<file path="src/rtl/frame_cfg_pkg.sv">
// Shared definitions for the column configuration write path.
//   - fsm_state_e        : write sequencer state encoding
//   - DefMaxFramesPerCol : default number of FrameStrobe lines per column
//   - DefFrameBitsPerRow : default FrameData width
//   - addr_legal()       : true when a frame address targets an existing strobe line
package frame_cfg_pkg;

    typedef enum logic [1:0] {
        StIdle,
        StSetup,
        StStrobe,
        StHold
    } fsm_state_e;

    localparam int unsigned DefMaxFramesPerCol = 20;
    localparam int unsigned DefFrameBitsPerRow = 32;

    function automatic logic addr_legal(input int unsigned addr, input int unsigned max_frames);
        return addr < max_frames;
    endfunction

endpackage

</file>
<file path="src/rtl/onehot_decoder.sv">
// Binary-to-one-hot decoder with enable.
//   en_i     : when low, onehot_o is all zeros
//   addr_i   : index of the bit to raise
//   onehot_o : Width-wide one-hot (or zero) vector
module onehot_decoder #(
    parameter int unsigned Width     = 20,
    parameter int unsigned AddrWidth = 5
) (
    input  logic                 en_i,
    input  logic [AddrWidth-1:0] addr_i,
    output logic [Width-1:0]     onehot_o
);

    always_comb begin
        onehot_o = '0;
        if (en_i) begin
            for (int unsigned i = 0; i < Width; i++) begin
                if (addr_i == AddrWidth'(i)) begin
                    onehot_o[i] = 1'b1;
                end
            end
        end
    end

endmodule

</file>
<file path="src/rtl/frame_strobe_sequencer.sv">
// Column-level configuration frame write controller.
// Accepts (frame address, data word) commands and runs each write through a
// setup / strobe / hold sequence on the column's FrameData and FrameStrobe lines.
//   UserCLK, RST        : clock, asynchronous active-high reset
//   cmd_valid/cmd_ready : command handshake (ready only while idle)
//   cmd_frame_addr      : target frame index
//   cmd_data            : frame word
//   abort               : cancels a write while still in setup
//   FrameData           : column data bus (held between writes)
//   FrameStrobe         : one-hot frame strobe
//   busy                : a write is in progress
//   done/err/aborted    : single-cycle status pulses
//   frames_written      : saturating count of completed writes
module frame_strobe_sequencer
    import frame_cfg_pkg::*;
#(
    parameter int unsigned MaxFramesPerCol = DefMaxFramesPerCol,
    parameter int unsigned FrameBitsPerRow = DefFrameBitsPerRow,
    parameter int unsigned AddrWidth       = 5,
    parameter int unsigned SetupCycles     = 1,
    parameter int unsigned StrobeCycles    = 1,
    parameter int unsigned HoldCycles      = 1,
    parameter int unsigned CntWidth        = 16
) (
    input  logic                       UserCLK,
    input  logic                       RST,
    input  logic                       cmd_valid,
    output logic                       cmd_ready,
    input  logic [AddrWidth-1:0]       cmd_frame_addr,
    input  logic [FrameBitsPerRow-1:0] cmd_data,
    input  logic                       abort,
    output logic [FrameBitsPerRow-1:0] FrameData,
    output logic [MaxFramesPerCol-1:0] FrameStrobe,
    output logic                       busy,
    output logic                       done,
    output logic                       err,
    output logic                       aborted,
    output logic [CntWidth-1:0]        frames_written
);

    localparam int unsigned MaxPhase = (SetupCycles > StrobeCycles) ?
        ((SetupCycles > HoldCycles) ? SetupCycles : HoldCycles) :
        ((StrobeCycles > HoldCycles) ? StrobeCycles : HoldCycles);
    // Counter holds remaining cycles minus one, so MaxPhase-1 is the largest value.
    localparam int unsigned PhaseWidth = (MaxPhase > 1) ? $clog2(MaxPhase) : 1;

    localparam logic [PhaseWidth-1:0] SetupLoad  = PhaseWidth'(SetupCycles - 1);
    localparam logic [PhaseWidth-1:0] StrobeLoad = PhaseWidth'(StrobeCycles - 1);
    localparam logic [PhaseWidth-1:0] HoldLoad   = PhaseWidth'(HoldCycles - 1);

    fsm_state_e                 state_q, state_d;
    logic [PhaseWidth-1:0]      phase_q, phase_d;
    logic [AddrWidth-1:0]       addr_q, addr_d;
    logic [FrameBitsPerRow-1:0] data_q, data_d;
    logic [MaxFramesPerCol-1:0] strobe_q, strobe_d;
    logic [CntWidth-1:0]        frames_q, frames_d;
    logic                       ready_q, busy_q;
    logic                       done_q, done_d;
    logic                       err_q, err_d;
    logic                       aborted_q, aborted_d;

    always_comb begin
        state_d   = state_q;
        phase_d   = phase_q;
        addr_d    = addr_q;
        data_d    = data_q;
        frames_d  = frames_q;
        done_d    = 1'b0;
        err_d     = 1'b0;
        aborted_d = 1'b0;
        unique case (state_q)
            StIdle: begin
                if (cmd_valid && ready_q) begin
                    if (addr_legal(32'(cmd_frame_addr), MaxFramesPerCol)) begin
                        state_d = StSetup;
                        phase_d = SetupLoad;
                        addr_d  = cmd_frame_addr;
                        data_d  = cmd_data;
                    end else begin
                        // Consumed but rejected: bus and strobe untouched.
                        err_d = 1'b1;
                    end
                end
            end
            StSetup: begin
                // Abort wins over the transition into STROBE, so no strobe is issued.
                if (abort) begin
                    state_d   = StIdle;
                    aborted_d = 1'b1;
                end else if (phase_q == '0) begin
                    state_d = StStrobe;
                    phase_d = StrobeLoad;
                end else begin
                    phase_d = phase_q - PhaseWidth'(1);
                end
            end
            StStrobe: begin
                if (phase_q == '0) begin
                    state_d = StHold;
                    phase_d = HoldLoad;
                end else begin
                    phase_d = phase_q - PhaseWidth'(1);
                end
            end
            StHold: begin
                if (phase_q == '0) begin
                    state_d = StIdle;
                    done_d  = 1'b1;
                    if (frames_q != '1) begin
                        frames_d = frames_q + CntWidth'(1);
                    end
                end else begin
                    phase_d = phase_q - PhaseWidth'(1);
                end
            end
            default: state_d = StIdle;
        endcase
    end

    // Strobe is decoded from the next state and registered, so the output
    // flop switches cleanly with no decode glitches on the column lines.
    onehot_decoder #(
        .Width     (MaxFramesPerCol),
        .AddrWidth (AddrWidth)
    ) u_strobe_dec (
        .en_i     (state_d == StStrobe),
        .addr_i   (addr_q),
        .onehot_o (strobe_d)
    );

    always_ff @(posedge UserCLK or posedge RST) begin
        if (RST) begin
            state_q   <= StIdle;
            phase_q   <= '0;
            addr_q    <= '0;
            data_q    <= '0;
            strobe_q  <= '0;
            frames_q  <= '0;
            ready_q   <= 1'b0;
            busy_q    <= 1'b0;
            done_q    <= 1'b0;
            err_q     <= 1'b0;
            aborted_q <= 1'b0;
        end else begin
            state_q   <= state_d;
            phase_q   <= phase_d;
            addr_q    <= addr_d;
            data_q    <= data_d;
            strobe_q  <= strobe_d;
            frames_q  <= frames_d;
            ready_q   <= (state_d == StIdle);
            busy_q    <= (state_d != StIdle);
            done_q    <= done_d;
            err_q     <= err_d;
            aborted_q <= aborted_d;
        end
    end

    assign cmd_ready      = ready_q;
    assign busy           = busy_q;
    assign FrameData      = data_q;
    assign FrameStrobe    = strobe_q;
    assign done           = done_q;
    assign err            = err_q;
    assign aborted        = aborted_q;
    assign frames_written = frames_q;

endmodule

</file>
<file path="config.mk">
export PLATFORM = sky130hd
export DESIGN_NAME = frame_strobe_sequencer
export DESIGN_NICKNAME = d
export VERILOG_FILES = /design/src/rtl/frame_cfg_pkg.sv /design/src/rtl/onehot_decoder.sv /design/src/rtl/frame_strobe_sequencer.sv
export SDC_FILE = /design/constraint.sdc
export NUM_CORES = 1
export LEC_CHECK = 0
export CAP_MARGIN = 10
export CORE_MARGIN = 5
export CORE_UTILIZATION = 44
export CTS_CLUSTER_DIAMETER = 150
export DETAILED_ROUTE_END_ITERATION = 16
export GPL_ROUTABILITY_DRIVEN = 0
export GPL_TIMING_DRIVEN = 0
export MAX_ROUTING_LAYER = met4
export PLACE_DENSITY = 0.77
export SLEW_MARGIN = 40
export SYNTH_ARGS = -nofsm -noshare
export SYNTH_HDL_FRONTEND = slang
export SYNTH_SLANG_ARGS = --single-unit
</file>
<file path="constraint.sdc">
create_clock -name UserCLK -period 3.4 [get_ports UserCLK]
set_input_delay 0.68 -clock UserCLK [delete_from_list [all_inputs] [get_ports UserCLK]]
set_output_delay 0.68 -clock UserCLK [all_outputs]
set_load 0.02 [all_outputs]
</file>
==> impl_metrics.yaml, run 1 <==
synth:
  synth_xor_area_share_pct: 1.99
  synth_seq_cells: 80
  synth_seq_area_share_pct: 64.9
  synth_area_mm2: 0.00309
  yosys_warnings: 0
  syn_nets: 278
  syn_inst: 236
  synth_top_family_by_area: "multiplexers"
  synthAdderAreaFrac_pct: 0.406
  synth_cell_type_count: 33
  synth_mux_area_share_pct: 14.2
  synthSimpleGateAreaFrac_pct: 13.2
  avgSynthCellArea_um2: 13.1
  synth_compound_area_share_pct: 3.24
worst_setup_path:
  crit_arrival_ns: 1.46
  reg2reg_from: "frames_written[0]"
  ff2ff_path_depth: 5
  crit_family: "buffers and inverters"
  cp_cell_sequence: "clkdlybuf4s50_1"
  crit_required_ns: 2.72
  crit_buf_inv: 1
  path_max_fanout: 7
  worst_setup_path_end_kind: "primary output"
  r2r-end: "frames_written[10]"
  slowest_delay_ns: 0.65
  path_class: "reg -> out"
  critPathSlowestCell: "clkdlybuf4s50_1"
  startpoint: "frames_written[5]"
  critPathLaunchType: "flip-flop"
  r2r_setup_slack_ns: 1.54
job:
  cap_violations: 0
global_routing:
  grt_overflow: 0
  antenna_found_initial: 0
  grt.total_usage_pct: 16.9
  grt_pass1_vias: 2331
  grt_max_degree: 46
  grt_pass1_wl_mm: 11.1
drt:
  routed_wl_mm: 6.78
  drc_errors: 0
  vias: 2208
  wire_per_inst_um: 14.7
  dr.pass1.iters: 4
  viasPerCell: 4.78
  drtIter0Drc: 75
  ant_nets: 0
finish:
  antenna_cells: 0
  mostFrequentLayoutCells: "clkdlybuf4s50_1 (113), dfrtp_1 (80), mux2_2 (38), nor2_1 (26)"
  syn2layout_area_growth_pct: 48.1
  fin_area_mm2: 0.00457
  final_common_cell: "clkdlybuf4s50_1"
  drive_gt1_share_pct: 17.8
  finalNetCount: 403
floorplan:
  die_y_um: 93.7
  die_area_mm2: 0.00879
  start_util_pct: 45.4
  io_pins: 114
  rows: 30
  core_area_mm2: 0.00679
  die_w_um: 93.7
sta:
  fmax_ghz: 0.467
  rsz0062_at_grt: "no"
  setup_viol: 0
  slew_headroom_pct: 62.9
  worst_pin_slew_ns: 0.552
  finClkSkew_ns: 0.00511
  fin_crit_sh_pct: 63.0
  maxSlewViolCount: 0
  setup_tns_ns: 0
  period_needed_ns: 2.14
  hold_violations: 0
  fin_hold_ws_ns: 0.498
pwr:
  powerDensity_mw_per_mm2: 768
  p_leak_nw: 1.97
  p_sw_mw: 1.20
  irDropWorstVdd_mv: 0.415
  p_sw_share_pct: 34.1
  combPwrFrac_pct: 40.3
  power_frac_seq_pct: 39.7
  p_int_mw: 2.31
  clkPwrFrac_pct: 19.9
place:
  hpwl_mm: 5.12
  placed_cell_area_mm2: 0.00437
  port_buffers: 113
cts:
  clockBufferDepth: 2
  cts.sinks: 80
  cts_hold_buf: 0
  post_cts_resized: 0
  insertion_delay_ns: 0.34
  postCtsSetupRepairBufs: 0
  numCtsBuffers: 9
  tritoncts: "done"
  h-tree-depth: 3
  cts_root_buf: "clkbuf_8"
  path_clk_slew_ns: 0.08
hold_path:
  hold_path.class: "reg -> reg"
  min_to: "frames_written[14]"
  min_from: "frames_written[14]"
  hold_depth: 1
outcome:
  status: "finished clean"
[routing by layer]
| metal | routed length [µm] | GRT usage (%) | up-vias |
|---|---|---|---|
| li1 | - | - | 1063 |
| met2 | 3300 | 26.0 | 73 |
| met3 | 430 | 4.33 | 7 |
| met4 | 112 | 7.22 | 0 |
| met1 | 2940 | 21.2 | 1065 |
| met5 | 0 | - | - |
[final cells by class]
type	instances	area, µm²
buffer	9	41.3
clock buffer	9	124
sequential	80	2000
tap	96	120
fill	532	2220
inverter	6	27.5
multi-input combinational	141	1020
clock inverter	7	77.6
timing repair buffer	114	1160
[cell usage after synthesis]
master    number  share of area, %
o21a_1         1              0.24
and3b_1        1              0.28
nor3b_2        2              0.81
a21boi_0       2              0.49
xor2_1         2              0.57
o2111a_1       1              0.36
o211ai_1       1              0.24
nor2_1        26               3.2
nand2_1       10               1.2
a31oi_1        3              0.61
buf_1          1              0.12
ha_1           1              0.41
clkbuf_1       2              0.24
nand3b_1       2              0.49
mux2i_1        1              0.32
nand2b_1       3              0.61
nor3_1         6              0.97
a21oi_1        7               1.1
nand4_1        7               1.4
dfrtp_1       80                65
o21ai_0        1              0.16
nor4_1         1              0.20
xnor2_1        5               1.4
nand3_1       10               1.6
and4_1         2              0.57
and2_1         1              0.20
nor2b_1        1              0.20
or4_4          1              0.36
mux2_2        38                14
inv_1          6              0.73
or3b_1         1              0.28
buf_2          6              0.97
and3_1         4              0.81
[registers in the layout, indices dropped and copies added, names as in the netlist, 2 cells and up]
register        count
FrameData          32
FrameStrobe        20
frames_written     16
addr_q              5
state_q             2
[metrics by stage]
step | util [%] | worst slack (ns) | cells | power, mW
6_report | 67.3 | 1.26 | 462 | 3.51
5_1_grt | 67.3 | 1.20 | 462 | 3.72
4_1_cts | 67.3 | 1.24 | 462 | 3.56
3_5_place_dp | 64.3 | 0.891 | 446 | 2.84
3_3_place_gp | 63.8 | -0.544 | 445 | 2.80
2_1_floorplan | - | 0.668 | 236 | 2.16
[logic make-up after synthesis]
kind of cell    Yosys count
flops                    80
mux                      39
simple gates             78
buf+inv                  15
compound gates           16
fa+ha+maj                 1
xor+xnor                  7
[worst max-delay path by stage]
stage	slack, ns	endpoint	cells after the start
after floorplan	0.67	FrameData[0]	1
after global placement	-0.54	FrameData[3]	2
after detailed placement	0.89	FrameData[19]	6
after CTS	1.24	frames_written[5]	1
after global routing	1.20	frames_written[5]	1
final	1.26	frames_written[5]	1
[power by group through the flow]
stage / Clock (mW) / Combinational, mW / Sequential [mW]
final: 0.699 / 1.41 / 1.39
after global routing: 0.772 / 1.51 / 1.44
after CTS: 0.722 / 1.44 / 1.40
after detailed placement: 0 / 1.43 / 1.41
after global placement: 0 / 1.40 / 1.39
after floorplan: 0 / 0.461 / 1.70
Power figures use the tool's default switching activity.
==> inputs of run 2 (changes only) <==
clock period = 2 ns   (was 3.4 ns; I/O delays follow)
==> run 2 against run 1 <==
Core utilization rose by 0.29 points. Non-clock buffer count rose by 2. Critical path depth did not move. Largest power group unchanged. First-iteration DRC count rose by 17%. Clock skew rose by 0.0066 ns. Sequential share of layout area fell by 0.19 points. Routed wire length rose by 3.9%. Register-to-register slack got worse by 1.4 ns. Clock-buffer cell count rose by 1. Global-route usage rose by 0.38 points.
==> impl_metrics.yaml, run 2 (synthesized netlist as in run 1, its figures left out) <==
drt:
  routed.top_layer: "met4"
  wire_per_inst_um: 15.2
  met2WireLength_mm: 3.46
  drc_errors: 0
  dr.pass1.iters: 4
  wl_met3_um: 390
  ant_nets: 0
  routed_wl_mm: 7.04
  vias: 2274
  viasPerCell: 4.90
  drtIter0Drc: 88
  met1_length_mm: 3.14
sta:
  hold_violations: 0
  fin_crit_sh_pct: 92.0
  setup_viol: 0
  maxSlewViolCount: 0
  worst_pin_slew_ns: 0.535
  rsz0062_at_grt: "no"
  slew_headroom_pct: 64.1
  fmax_ghz: 0.544
  period_needed_ns: 1.84
  fin_hold_ws_ns: 0.455
  finalWorstSetupSlack_ns: 0.161
  finClkSkew_ns: 0.0117
hold_path:
  hold_path.class: "in -> async"
finish:
  syn2layout_area_growth_pct: 48.8
  mostFrequentLayoutCells: "clkdlybuf4s50_1 (113), dfrtp_1 (80), mux2_2 (38), nor2_1 (26)"
  final_core_util_pct: 67.6
  final_common_cell: "clkdlybuf4s50_1"
  drive_gt1_share_pct: 17.9
  fin_area_mm2: 0.00459
  nFillCells: 525
  antenna_cells: 0
  finalNetCount: 405
  largest_reg_flops: 32
worst_setup_path:
  reg2reg_from: "frames_written[0]"
  r2r_setup_slack_ns: 0.19
  path_class: "reg -> out"
  critPathLaunchType: "flip-flop"
  crit_required_ns: 1.60
  crit_family: "buffers and inverters"
  crit_buf_inv: 1
  path_max_fanout: 7
  crit_arrival_ns: 1.44
  critPathSlowestCell: "clkdlybuf4s50_1"
  startpoint: "frames_written[5]"
  worst_setup_path_end_kind: "primary output"
  slowest_delay_ns: 0.65
  cp_cell_sequence: "clkdlybuf4s50_1"
global_routing:
  grt_pass1_wl_mm: 11.6
  antenna_found_initial: 0
  grt_pass1_vias: 2447
  grt.total_usage_pct: 17.2
  grt_overflow: 0
  grt_max_degree: 26
cts:
  post_cts_resized: 0
  cts_root_buf: "clkbuf_8"
  cts_hold_buf: 0
  tritoncts: "done"
  postCtsSetupRepairBufs: 0
  insertion_delay_ns: 0.33
  clockBufferDepth: 2
  cts.sinks: 80
  h-tree-depth: 3
  numCtsBuffers: 9
  path_clk_slew_ns: 0.08
place:
  port_buffers: 113
  placed_cell_area_mm2: 0.00440
  preCtsSetupSlack_ns: -0.197
  hpwl_mm: 5.35
pwr:
  irDropWorstVdd_mv: 0.777
  powerDensity_mw_per_mm2: 1290
  finalPower_mw: 5.92
  p_leak_nw: 1.97
floorplan:
  die_y_um: 93.7
  rows: 30
  die_area_mm2: 0.00879
  die_w_um: 93.7
  io_pins: 114
  core_area_mm2: 0.00679
  start_util_pct: 45.4
job:
  cap_violations: 0
outcome:
  status: "finished clean"
-- run 2: cell count changes in the layout (fill, tap and decap cells not counted), sizes merged --
cell | previous run | this run
clkinvlp | 1 | 3
clkinv | 2 | 3
inv | 9 | 5
buf | 8 | 10
clkbuf | 11 | 12
-- run 2: final cells by class --
cell class,instances,area [µm²],share of cell area [%]
Buffer,9,41.3,0.899
Clock buffer,10,128,2.78
Clock inverter,6,60.1,1.31
Inverter,6,26.3,0.572
Multi-Input combinational cell,141,1020,22.2
Sequential cell,80,2000,43.6
Tap cell,96,120,2.62
Timing Repair Buffer,116,1190,26.0
-- run 2: metrics by stage --
stage / TNS (ns) / cells
after global placement: -18.22 / 445
after floorplan: 0 / 236
after global routing: 0 / 464
after detailed placement: -1.47 / 448
after CTS: 0 / 464
final: 0 / 464
-- run 2: path summary, 6_finish.rpt --
path,endpoint,depth (start not counted)
worst max-delay path,frames_written[5],1
min in group UserCLK,frames_written[14],1
worst max register to register,frames_written[10],5
worst min-delay path,FrameStrobe[8],2
max in group asynchronous,FrameData[20],4
worst min register to register,frames_written[14],1
-- run 2: where the power goes --
group	switching, mW	total [mW]	leakage [nW]	internal (mW)
sequential	0.271	2.37	1.02	2.10
combinational	1.17	2.42	0.856	1.25
clock	0.560	1.13	0.0920	0.571
-- run 2: layer usage --
| metal | vias to the layer above | global-route usage (%) |
|---|---|---|
| li1 | 1072 | - |
| met1 | 1127 | 21.0 |
| met2 | 70 | 27.9 |
| met3 | 5 | 4.01 |
| met4 | 0 | 6.74 |
| met5 | - | - |
